**src/rtl/program_loader.sv**
```systemverilog
// Writer side of the CPU program RAM: parses SYNC/LEN/DATA/CHK frames, writes data bytes into RAM
// and keeps the CPU halted until a frame with a good checksum has been loaded.
module program_loader #(
  parameter logic [7:0]  SYNC_BYTE = 8'hA5,
  parameter int unsigned DEPTH     = 16,
  parameter int unsigned ADDR_W    = 4
) (
  input  logic              i_clk,
  input  logic              i_rst,
  input  logic              i_in_valid,
  input  logic [7:0]        i_in_data,
  output logic              o_in_ready,
  output logic              o_mem_we,
  output logic [ADDR_W-1:0] o_mem_addr,
  output logic [7:0]        o_mem_wdata,
  output logic              o_cpu_halt,
  output logic              o_load_done,
  output logic              o_load_error
);

  typedef enum logic [2:0] {
    StIdle,
    StLen,
    StData,
    StChk,
    StDone,
    StErr
  } state_e;

  state_e r_state, w_state_next;

  // One extra bit so a full-depth length (DEPTH) is representable.
  logic [ADDR_W:0]   r_cnt, w_cnt_next;
  logic [ADDR_W:0]   r_len, w_len_next;
  logic [7:0]        r_sum, w_sum_next;
  logic              r_in_ready, w_in_ready_next;
  logic              r_cpu_halt, w_cpu_halt_next;
  logic              r_mem_we, w_mem_we_next;
  logic [ADDR_W-1:0] r_mem_addr;
  logic [7:0]        r_mem_wdata;
  logic              w_accept;
  logic              w_len_ok;

  assign w_accept = i_in_valid && r_in_ready;
  assign w_len_ok = (i_in_data != 8'd0) && (32'(i_in_data) <= DEPTH);

  always_comb begin
    w_state_next    = r_state;
    w_cnt_next      = r_cnt;
    w_len_next      = r_len;
    w_sum_next      = r_sum;
    w_cpu_halt_next = r_cpu_halt;
    w_mem_we_next   = 1'b0;
    case (r_state)
      StIdle: begin
        if (w_accept && (i_in_data == SYNC_BYTE)) begin
          w_state_next    = StLen;
          w_cpu_halt_next = 1'b1;
        end
      end
      StLen: begin
        if (w_accept) begin
          if (w_len_ok) begin
            w_len_next   = i_in_data[ADDR_W:0];
            w_cnt_next   = '0;
            w_sum_next   = 8'd0;
            w_state_next = StData;
          end else begin
            w_state_next = StErr;
          end
        end
      end
      StData: begin
        // SYNC_BYTE is plain payload here; no resynchronisation mid-frame.
        if (w_accept) begin
          w_mem_we_next = 1'b1;
          w_sum_next    = r_sum + i_in_data;
          w_cnt_next    = r_cnt + 1'b1;
          if ((r_cnt + 1'b1) == r_len) begin
            w_state_next = StChk;
          end
        end
      end
      StChk: begin
        if (w_accept) begin
          if (i_in_data == r_sum) begin
            w_state_next    = StDone;
            w_cpu_halt_next = 1'b0;
          end else begin
            w_state_next = StErr;
          end
        end
      end
      StDone:  w_state_next = StIdle;
      StErr:   w_state_next = StIdle;
      default: w_state_next = StIdle;
    endcase
    w_in_ready_next = (w_state_next != StDone) && (w_state_next != StErr);
  end

  always_ff @(posedge i_clk) begin
    if (i_rst) begin
      r_state     <= StIdle;
      r_cnt       <= '0;
      r_len       <= '0;
      r_sum       <= 8'd0;
      r_in_ready  <= 1'b0;
      r_cpu_halt  <= 1'b1;
      r_mem_we    <= 1'b0;
      r_mem_addr  <= '0;
      r_mem_wdata <= 8'd0;
    end else begin
      r_state    <= w_state_next;
      r_cnt      <= w_cnt_next;
      r_len      <= w_len_next;
      r_sum      <= w_sum_next;
      r_in_ready <= w_in_ready_next;
      r_cpu_halt <= w_cpu_halt_next;
      r_mem_we   <= w_mem_we_next;
      if (w_mem_we_next) begin
        r_mem_addr  <= r_cnt[ADDR_W-1:0];
        r_mem_wdata <= i_in_data;
      end
    end
  end

  assign o_in_ready   = r_in_ready;
  assign o_mem_we     = r_mem_we;
  assign o_mem_addr   = r_mem_addr;
  assign o_mem_wdata  = r_mem_wdata;
  assign o_cpu_halt   = r_cpu_halt;
  assign o_load_done  = (r_state == StDone);
  assign o_load_error = (r_state == StErr);

endmodule

```
**config.mk**
```make
export PLATFORM = sky130hd
export DESIGN_NAME = program_loader
export DESIGN_NICKNAME = d
export VERILOG_FILES = /design/src/rtl/program_loader.sv
export SDC_FILE = /design/constraint.sdc
export NUM_CORES = 1
export LEC_CHECK = 0
export ABC_AREA = 0
export BUFFER_PORTS_ARGS = -buffer_cell sky130_fd_sc_hd__buf_2
export CORE_MARGIN = 5
export CORE_UTILIZATION = 60
export CTS_CLUSTER_SIZE = 20
export DETAILED_ROUTE_END_ITERATION = 7
export PLACE_DENSITY = 0.84
export SETUP_SLACK_MARGIN = 0.4
export SLEW_MARGIN = 20
export SYNTH_ARGS = -nofsm -noshare
export SYNTH_HDL_FRONTEND = slang
export SYNTH_SLANG_ARGS = --single-unit
export TNS_END_PERCENT = 30
```
**constraint.sdc**
```tcl
create_clock -name i_clk -period 3.5 [get_ports i_clk]
set_input_delay 0.35 -clock i_clk [delete_from_list [all_inputs] [get_ports i_clk]]
set_output_delay 0.35 -clock i_clk [all_outputs]
set_load 0.01 [all_outputs]
```
==> flow_metrics.py, run 1 <==
metrics = {
    "setup_path": {
        "cp_data_arrival_time_ns": 2.28,
        "worst-setup-path-type": "reg2reg",
        "path_max_fanout": 3,
        "r2r_cells": 7,
        "cp_data_required_time_ns": 3.76,
        "critPathCapture": "r_sum[6]",
        "worstReg2RegStart": "r_sum[0]",
        "crit_path_start_kind": "register",
        "rr_endpoint": "r_sum[6]",
        "worstSetupEndpointType": "register",
        "critPathLaunch": "r_sum[0]",
        "ff2ff_setup_slack_ns": 1.48,
    },
    "layout": {
        "synthToLayoutAreaGrowth_pct": 13.19,
        "insertedDiodeCount": 0,
        "most_frequent_cells_in_the_layout": "sky130_fd_sc_hd__nand2_1, sky130_fd_sc_hd__dfxtp_1, sky130_fd_sc_hd__buf_2",
        "post-route-util_pct": 69.71,
        "postLayoutCellArea_sq_mm": 0.002093,
        "stdcell_count": 274,
        "mostFrequentLayoutCell": "sky130_fd_sc_hd__nand2_1",
        "finalNetCount": 260,
        "drive_above_1_share_pct": 17.01,
    },
    "clock_tree": {
        "clockBufferDepth": 2,
        "tritoncts.num_buffers": 5,
        "clock_insertion_delay_worst_skew_ns": 0.36,
        "ctsHoldBuffers": 0,
        "ctsHtreeMaxLevel": 2,
        "clk_pin_slew_worst_paths_ns": 0.11,
        "clock_tree.root_cell": "sky130_fd_sc_hd__clkbuf_4",
        "cts_tree": "built",
        "postCtsSetupRepairBufs": 0,
        "tritoncts_num_sinks": 36,
        "cts_repair_resize_count": 0,
    },
    "sta": {
        "final_min_period_over_clock_period_pct": 57.80,
        "rsz0062_at_grt": "no",
        "slew_headroom_pct": 44.66,
        "time_the_worst_path_needs_with_i_o_delays_and_setup_ns": 2.023,
        "setup_total_negative_slack_ns": 0,
        "finalHoldViolations": 0,
        "worst_slew_pin_slew_ns": 0.8238,
        "max_freq_mhz": 494.3,
        "slew_viol_final": 0,
        "skew_ns": 0.01067,
        "setup_viol": 0,
    },
    "die": {
        "floorplan.die.width_microns": 65.52,
        "dieHeight_microns": 65.52,
        "initial_utilization_pct": 61.58,
        "num_ports": 28,
        "num_rows": 20,
        "design.core.area_sq_mm": 0.003003,
        "fp.dieArea_sq_mm": 0.004292,
    },
    "drt": {
        "remaining_drc_errors": 0,
        "drt-vias-per-instance": 5.894,
        "route.vias.total": 1615,
        "final_wirelength_microns": 4208,
        "drtPass1Iterations": 5,
        "wire_per_inst_microns": 15.36,
        "route.antenna.remaining_nets": 0,
        "number_of_drc_markers_after_the_initial_detailed_route_iteration": 105,
    },
    "global_routing": {
        "via_count_of_the_first_global_routing_pass": 1560,
        "grt_most_used_layer": "met2",
        "grt_first_pass_wirelength_microns": 7272,
        "track_usage_pct": 21.95,
        "grt.overflow.total": 0,
        "globalRouteMet2Util_pct": 34.89,
        "met1_usage_pct": 28.95,
        "grt_util_met3_pct": 5.299,
        "initial_antenna_violation_count": 0,
        "grt_start_max_net_pins": 34,
    },
    "place": {
        "port_buffers": 27,
        "place_congestion": 0.8881,
        "hpwlAfterDp_microns": 2949,
        "placedInstanceArea_sq_mm": 0.001998,
        "dp.cells": 266,
    },
    "synth": {
        "post_synth_edffs": 0,
        "sequential_fraction_of_the_synthesis_area_pct": 38.97,
        "syn-instance-count": 212,
        "yosys_register_bits": 36,
        "synth_async_sr_flop_share_pct": 0,
        "post_synth_instance_area_sq_mm": 0.001849,
        "post_synth_num_cell_types": 44,
        "syn_nets": 232,
        "ys_warn_count": 0,
        "synth.avg_cell_area_sq_um": 8.723,
        "synth_ff_type": "sky130_fd_sc_hd__dfxtp_1",
    },
    "job": {
        "max_cap_violations": 0,
    },
    "hold_path": {
        "hold_class": "in2reg",
    },
    "power": {
        "peakVddDrop_mv": 0.2077,
        "p_total_mw": 0.7907,
        "leakage_dissipation_nw": 0.9131,
        "pwr_density_cell_mw_per_mm2": 377.8,
    },
    "outcome": {
        "outcome": "finished clean",
    },
}
[per-layer routing]
metal / wire length (microns) / vias up
met2: 1992 / 38
li1: - / 825
met4: 46 / 0
met3: 175 / 5
met1: 1994 / 747
met5: 0 / -
[worst max-delay path, stage by stage, from the launching register on]
cell,delay (ns)
sky130_fd_sc_hd__dfxtp_1,0.33
sky130_fd_sc_hd__ha_1,0.22
sky130_fd_sc_hd__fa_1,0.42
sky130_fd_sc_hd__a211oi_1,0.35
sky130_fd_sc_hd__o21bai_1,0.12
sky130_fd_sc_hd__a21oi_1,0.20
sky130_fd_sc_hd__xnor2_1,0.09
sky130_fd_sc_hd__a32o_1,0.21
[report_power, final]
part | internal (mW) | leakage, nW | total (mW) | switching (mW)
clock network | 0.190 | 0.0515 | 0.337 | 0.148
logic | 0.0149 | 0.571 | 0.0427 | 0.0278
registers | 0.410 | 0.290 | 0.411 | 0.000545
[cells in the mapped netlist, types with 2 or more instances]
master	n	area share, %
sky130_fd_sc_hd__nor3b_1	2	0.81
sky130_fd_sc_hd__a211o_1	2	0.95
sky130_fd_sc_hd__o21bai_1	3	1.2
sky130_fd_sc_hd__ha_1	8	5.4
sky130_fd_sc_hd__o211ai_1	2	0.81
sky130_fd_sc_hd__nor4_1	3	1.0
sky130_fd_sc_hd__a211oi_1	2	0.81
sky130_fd_sc_hd__a32o_1	3	1.6
sky130_fd_sc_hd__a21o_1	2	0.81
sky130_fd_sc_hd__xnor2_1	8	3.8
sky130_fd_sc_hd__nand4b_1	2	0.95
sky130_fd_sc_hd__nand3_1	6	1.6
sky130_fd_sc_hd__xor2_1	4	1.9
sky130_fd_sc_hd__nor3_1	5	1.4
sky130_fd_sc_hd__a31oi_1	3	1.0
sky130_fd_sc_hd__dfxtp_1	36	39
sky130_fd_sc_hd__nand2_1	38	7.7
sky130_fd_sc_hd__o21ai_0	6	1.6
sky130_fd_sc_hd__a21oi_1	19	5.1
sky130_fd_sc_hd__nor2_1	13	2.6
sky130_fd_sc_hd__clkbuf_1	5	1.0
sky130_fd_sc_hd__mux2i_1	10	5.4
sky130_fd_sc_hd__or3_1	2	0.68
sky130_fd_sc_hd__nand2b_1	7	2.4
sky130_fd_sc_hd__o211a_1	2	1.1
[registers in the layout, summed over array words and instances (netlist names)]
register	cells
o_mem_wdata	8
r_sum	8
r_cnt	5
r_len	5
o_mem_addr	4
r_state	3
o_cpu_halt	1
o_in_ready	1
o_mem_we	1
[worst min path at each step]
stage                              from        endpoint  slack, ns  cells after the start
after detailed placement  o_mem_addr[3]   o_mem_addr[3]       0.44                      2
final                      i_in_data[6]  o_mem_wdata[6]       0.28                      3
after floorplan                r_cnt[4]        r_cnt[4]       0.45                      1
after global routing       i_in_data[6]  o_mem_wdata[6]       0.28                      3
after CTS                  i_in_data[6]  o_mem_wdata[6]       0.27                      3
after global placement    o_mem_addr[3]   o_mem_addr[3]       0.44                      2
[cell type report]
type / count / area, sq um
clock buffer: 7 / 65.06
clock inverter: 1 / 30.03
fill: 251 / 909.6
multi-input combinational: 168 / 1086
sequential: 36 / 720.7
tap: 33 / 41.29
timing repair buffer: 29 / 150.1
[cells by family (layout without fill, tap and decap cells)]
| group | after synthesis | in the layout | synth area share (%) |
|---|---|---|---|
| XOR/XNOR | 12 | 12 | 5.683 |
| flip-flops | 36 | 36 | 38.97 |
| AO/OA/AOI/OAI | 48 | 48 | 16.85 |
| multiplexers | 10 | 10 | 5.413 |
| buffers and inverters | 8 | 37 | 2.300 |
| AND/OR/NAND/NOR | 89 | 89 | 24.29 |
| adder cells (fa/ha/maj) | 9 | 9 | 6.496 |
[per-stage QoR]
stage | hold slack, ns | worst slack [ns]
2_1_floorplan | 0.4508 | 1.601
3_3_place_gp | 0.4404 | 1.398
3_5_place_dp | 0.4432 | 1.296
4_1_cts | 0.2704 | 1.475
5_1_grt | 0.2788 | 1.372
6_report | 0.2799 | 1.477
(Power assumes the default switching activity.)
==> inputs of run 2 (changes only) <==
--- a/config.mk
+++ b/config.mk
@@ -8,10 +8,10 @@
 export ABC_AREA = 0
 export BUFFER_PORTS_ARGS = -buffer_cell sky130_fd_sc_hd__buf_2
 export CORE_MARGIN = 5
-export CORE_UTILIZATION = 60
+export CORE_UTILIZATION = 50
 export CTS_CLUSTER_SIZE = 20
 export DETAILED_ROUTE_END_ITERATION = 7
-export PLACE_DENSITY = 0.84
+export PLACE_DENSITY = 0.75
 export SETUP_SLACK_MARGIN = 0.4
 export SLEW_MARGIN = 20
 export SYNTH_ARGS = -nofsm -noshare
==> constraint.sdc (replaced) <==
create_clock -name i_clk -period 1.8 [get_ports i_clk]
set_input_delay 0.18 -clock i_clk [delete_from_list [all_inputs] [get_ports i_clk]]
set_output_delay 0.18 -clock i_clk [all_outputs]
set_load 0.01 [all_outputs]
==> run 2 against run 1 <==
Power up 92%; hold slack lost 0.070 ns; setup slack got worse by 1.4 ns; first-iteration DRC count increased by 78%; clock skew down 0.0055 ns; utilization up 6.6 points; sequential power rose by 93%; clock-buffer cell count down 1; maximum frequency grew 14%.
==> flow_metrics.py, run 2 (synthesized netlist as in run 1, its figures left out) <==
metrics = {
    "layout": {
        "synthToLayoutAreaGrowth_pct": 50.00,
        "stdcell_count": 318,
        "drive_above_1_share_pct": 48.52,
        "num-fill-cells": 239,
        "insertedDiodeCount": 0,
        "finalNetCount": 289,
        "most_frequent_cells_in_the_layout": "sky130_fd_sc_hd__buf_2, sky130_fd_sc_hd__dfxtp_1, sky130_fd_sc_hd__nand2_1",
    },
    "place": {
        "pre_cts_ws_ns": -0.001545,
        "place_congestion": 0.8624,
        "hpwlAfterDp_microns": 3428,
        "port_buffers": 27,
        "dp.cells": 297,
    },
    "sta": {
        "rsz0062_at_grt": "yes",
        "post-route-worst-setup-slack_ns": 0.03137,
        "slew_headroom_pct": 61.78,
        "fin_hold_ws_ns": 0.2104,
        "setup_viol": 0,
        "time_the_worst_path_needs_with_i_o_delays_and_setup_ns": 1.769,
        "skew_ns": 0.005196,
        "final_min_period_over_clock_period_pct": 98.26,
        "slew_viol_final": 0,
        "worst_slew_pin_slew_ns": 0.5703,
        "finalHoldViolations": 0,
        "max_freq_mhz": 565.4,
    },
    "setup_path": {
        "critPathLaunch": "r_sum[1]",
        "path_max_fanout": 3,
        "worst-setup-path-type": "reg2reg",
        "crit_path_start_kind": "register",
        "cp_data_required_time_ns": 2.02,
        "largest_incremental_delay_on_the_critical_path_ns": 0.37,
        "crit_buf_inv": 0,
        "path_delay_family": "simple AND/OR/NAND/NOR gates",
        "crit_slowest_cell": "sky130_fd_sc_hd__or3_4",
        "worstReg2RegStart": "r_sum[1]",
        "cell_by_cell_listing_of_the_critical_path": "ha_4 -> a211o_1 -> and4_1 -> or3_4 -> and2_4 -> o211ai_1",
        "cp_data_arrival_time_ns": 1.98,
        "worstSetupEndpointType": "register",
    },
    "clock_tree": {
        "cts_tree": "built",
        "clk_pin_slew_worst_paths_ns": 0.07,
        "clock_insertion_delay_worst_skew_ns": 0.29,
        "ctsHtreeMaxLevel": 2,
        "clockBufferDepth": 2,
        "clock_tree.root_cell": "sky130_fd_sc_hd__clkbuf_8",
        "tritoncts_num_sinks": 36,
        "tritoncts.num_buffers": 5,
        "ctsHoldBuffers": 0,
    },
    "global_routing": {
        "grt_first_pass_wirelength_microns": 8452,
        "grt.overflow.total": 0,
        "initial_antenna_violation_count": 0,
        "grt_start_max_net_pins": 20,
        "via_count_of_the_first_global_routing_pass": 1729,
        "track_usage_pct": 21.15,
    },
    "job": {
        "max_cap_violations": 0,
    },
    "drt": {
        "route.vias.total": 1805,
        "drtPass1Iterations": 4,
        "drt-vias-per-instance": 5.676,
        "route.antenna.remaining_nets": 0,
        "remaining_drc_errors": 0,
        "final_wirelength_microns": 5571,
        "wire_per_inst_microns": 17.52,
        "number_of_drc_markers_after_the_initial_detailed_route_iteration": 187,
    },
    "die": {
        "num_rows": 22,
        "fp.dieArea_sq_mm": 0.005015,
        "floorplan.die.width_microns": 70.82,
        "num_ports": 28,
        "dieHeight_microns": 70.82,
        "design.core.area_sq_mm": 0.003633,
        "initial_utilization_pct": 50.90,
    },
    "hold_path": {
        "hold_class": "in2reg",
        "min_from": "i_in_data[5]",
    },
    "power": {
        "p_total_mw": 1.518,
        "peakVddDrop_mv": 0.5236,
        "leakage_dissipation_nw": 1.135,
        "pwr_density_cell_mw_per_mm2": 547.1,
    },
    "outcome": {
        "outcome": "finished clean",
    },
}
[run 2: changes by cell type in the layout (fill, tap and decap cells not counted), sizes merged]
cell / change
buf: +29
bufinv: -1
clkbuf: -1
clkinv: +2
[run 2: path summary, 6_finish.rpt]
check / to / slack (ns) / cells past startpoint
setup / recovery: r_sum[7] / 0.03 / 6
hold / removal: o_mem_wdata[5] / 0.21 / 3
setup reg to reg: r_sum[7] / 0.03 / 6
hold reg to reg: o_mem_wdata[4] / 0.47 / 2
[run 2: where the power goes]
group	switching [mW]	internal (mW)	leakage [nW]
combinational	0.0751	0.0490	0.789
clock	0.295	0.305	0.0510
sequential	0.00150	0.791	0.296
[run 2: layer usage]
| metal | share of wire [%] | GRT usage, % | vias up | wire, microns |
|---|---|---|---|---|
| met1 | 43 | 28.27 | 869 | 2392 |
| met5 | 0 | 0 | - | 0 |
| li1 | - | - | 876 | - |
| met2 | 50 | 34.40 | 50 | 2776 |
| met4 | 1.8 | 5.637 | 0 | 101 |
| met3 | 5.4 | 4.830 | 10 | 301 |
[run 2: cell type report]
class	count	area, sq um	area share [%]
clock buffer	6	82.58	2.977
multi-input combinational	168	1443	52.01
timing repair buffer	58	436.7	15.74
tap	48	60.06	2.165
sequential	36	742.0	26.75
clock inverter	2	10.01	0.3608
[run 2: timing repair]
item | 4_1_cts | 5_1_grt
setup endpoints to repair | 34 | 35
hold endpoints to repair | 0 | 0
gates resized for setup | 21 | 72
buffers inserted | 8 | 5
pin swaps | 17 | 42
[run 2: worst min-delay path, stage by stage]
cell and delay (ns):
sky130_fd_sc_hd__buf_2 0.14, sky130_fd_sc_hd__nand2_1 0.08, sky130_fd_sc_hd__a21oi_2 0.05
[run 2: metrics by stage]
stage | instance area, sq um | utilization (%) | TNS, ns
6_report | 2774 | 76.34 | 0
3_3_place_gp | 2201 | 60.57 | 0
3_5_place_dp | 2201 | 60.57 | -0.001545
2_1_floorplan | 1913 | - | 0
5_1_grt | 2774 | 76.34 | -0.1243
4_1_cts | 2451 | 67.46 | 0
==> inputs of run 3 (changes only) <==
--- a/config.mk
+++ b/config.mk
@@ -13,7 +13,6 @@
 export DETAILED_ROUTE_END_ITERATION = 7
 export PLACE_DENSITY = 0.75
 export SETUP_SLACK_MARGIN = 0.4
-export SLEW_MARGIN = 20
 export SYNTH_ARGS = -nofsm -noshare
 export SYNTH_HDL_FRONTEND = slang
 export SYNTH_SLANG_ARGS = --single-unit
==> constraint.sdc (replaced) <==
create_clock -name i_clk -period 1.8 [get_ports i_clk]
set_input_delay 0.18 -clock i_clk [delete_from_list [all_inputs] [get_ports i_clk]]
set_output_delay 0.18 -clock i_clk [all_outputs]
set_load 0.05 [all_outputs]
==> run 3 against run 2 <==
Critical path type unchanged; maximum frequency down 2.8%; register-to-register slack worse by 0.05 ns; critical endpoint unchanged; power up 4.9%; critical path depth unchanged; setup slack worse by 0.050 ns; the run now ends with setup timing left; hold slack worse by 0.0080 ns; sequential share of layout area down 0.55 points; die area unchanged; non-clock buffer count up 3.
==> flow_metrics.py, run 3 (synthesized netlist as in run 1, its figures left out) <==
metrics = {
    "outcome": {
        "outcome": "finished with violations",
        "violations": "setup timing",
    },
    "drt": {
        "drtPass1Iterations": 4,
        "wire_per_inst_microns": 19.07,
        "number_of_drc_markers_after_the_initial_detailed_route_iteration": 172,
        "route.antenna.remaining_nets": 0,
        "route.vias.total": 1923,
        "remaining_drc_errors": 0,
        "drt-vias-per-instance": 5.991,
        "final_wirelength_microns": 6123,
    },
    "place": {
        "placedInstanceArea_sq_mm": 0.002223,
        "port_buffers": 27,
        "pre_cts_ws_ns": -0.08404,
        "place_congestion": 0.8846,
        "hpwlAfterDp_microns": 3357,
    },
    "sta": {
        "rsz0062_at_grt": "yes",
        "setup_viol": 1,
        "max_freq_mhz": 549.8,
        "setup_total_negative_slack_ns": -0.01896,
        "post-route-worst-setup-slack_ns": -0.01896,
        "slew_headroom_pct": 75.49,
        "skew_ns": 0.008792,
        "final_min_period_over_clock_period_pct": 101.1,
        "finalHoldViolations": 0,
        "worst_slew_pin_slew_ns": 0.3672,
        "time_the_worst_path_needs_with_i_o_delays_and_setup_ns": 1.819,
        "slew_viol_final": 0,
    },
    "job": {
        "max_cap_violations": 0,
    },
    "hold_path": {
        "hold_class": "in2reg",
    },
    "die": {
        "num_ports": 28,
        "initial_utilization_pct": 50.90,
        "num_rows": 22,
        "fp.dieArea_sq_mm": 0.005015,
        "design.core.area_sq_mm": 0.003633,
        "floorplan.die.width_microns": 70.82,
        "dieHeight_microns": 70.82,
    },
    "layout": {
        "post-route-util_pct": 77.55,
        "most_frequent_cells_in_the_layout": "sky130_fd_sc_hd__nand2_1, sky130_fd_sc_hd__dfxtp_1, sky130_fd_sc_hd__buf_2",
        "mostFrequentLayoutCell": "sky130_fd_sc_hd__nand2_1",
        "finalNetCount": 292,
        "synthToLayoutAreaGrowth_pct": 52.37,
        "num-fill-cells": 252,
        "postLayoutCellArea_sq_mm": 0.002818,
        "ff_latch_area_sq_um": 738.2,
        "drive_above_1_share_pct": 49.08,
        "multiInputGateArea_sq_mm": 0.001448,
        "insertedDiodeCount": 0,
    },
    "setup_path": {
        "worstSetupEndpointType": "register",
        "worst-setup-path-type": "reg2reg",
        "path_max_fanout": 3,
        "crit_path_start_kind": "register",
        "cp_data_arrival_time_ns": 2.03,
        "cp_data_required_time_ns": 2.01,
    },
    "global_routing": {
        "track_usage_pct": 22.96,
        "initial_antenna_violation_count": 0,
        "grt.overflow.total": 0,
        "grt_first_pass_wirelength_microns": 9094,
        "grt_start_max_net_pins": 22,
        "via_count_of_the_first_global_routing_pass": 1893,
    },
    "clock_tree": {
        "tritoncts_num_sinks": 36,
        "tritoncts.num_buffers": 5,
        "clock_insertion_delay_worst_skew_ns": 0.29,
        "clockBufferDepth": 2,
        "cts_tree": "built",
        "clock_tree.root_cell": "sky130_fd_sc_hd__clkbuf_8",
        "ctsHtreeMaxLevel": 2,
        "clk_pin_slew_worst_paths_ns": 0.07,
        "ctsHoldBuffers": 0,
    },
    "power": {
        "leakage_dissipation_nw": 1.124,
        "p_total_mw": 1.592,
        "pwr_density_cell_mw_per_mm2": 564.9,
        "peakVddDrop_mv": 0.3971,
    },
}
==> run 3: cell type report <==
cell class,instances,share of cell area (%)
Tap cell,48,2.131
Clock inverter,1,0.1776
Sequential cell,36,26.20
Timing Repair Buffer,61,16.65
Multi-Input combinational cell,168,51.38
Clock buffer,7,3.464
==> run 3: what timing repair did <==
| action | 4_1_cts | 5_1_grt |
|---|---|---|
| resized for setup | 46 | 45 |
| setup buffers | 11 | 1 |
| setup endpoints to repair | 30 | 35 |
| pin swaps | 30 | 28 |
| endpoints found under the hold margin | 0 | 0 |
==> run 3: worst paths after layout <==
| check | cells past startpoint | startpoint | to | slack [ns] |
|---|---|---|---|---|
| setup reg to reg | 6 | r_sum[1] | r_sum[7] | -0.02 |
| setup / recovery | 6 | r_sum[1] | r_sum[7] | -0.02 |
| hold / removal | 3 | i_in_data[5] | o_mem_wdata[5] | 0.20 |
| hold reg to reg | 2 | o_mem_addr[3] | o_mem_addr[3] | 0.46 |
==> run 3: through the flow <==
step / hold slack [ns] / cells
finish: 0.2024 / 321
CTS: 0.2037 / 320
global placement: 0.4402 / 301
global route: 0.2220 / 321
floorplan: 0.2826 / 212
detailed placement: 0.4449 / 301
==> run 3: where the power goes <==
part           switching [mW]  leakage, nW  internal, mW  total [mW]
Clock                   0.296       0.0534         0.355       0.651
Combinational          0.0875        0.775        0.0564       0.144
Sequential            0.00225        0.296         0.795       0.797
==> run 3: routing by layer <==
metal  vias up  share of wire (%)  track usage (%)
met1       942                 41            28.58
met2        67                 49            37.80
met3        26                5.4            4.972
met4         0                4.2            10.65
li1        888                  -                -
met5         -                  0                0
==> run 3: worst max-delay path, cell delays in order, from the launching register on <==
cell and delay [ns]:
sky130_fd_sc_hd__dfxtp_2 0.37, sky130_fd_sc_hd__ha_4 0.21, sky130_fd_sc_hd__a211o_1 0.33, sky130_fd_sc_hd__and4_1 0.17, sky130_fd_sc_hd__or3_1 0.38, sky130_fd_sc_hd__and2_1 0.14, sky130_fd_sc_hd__o211ai_1 0.15
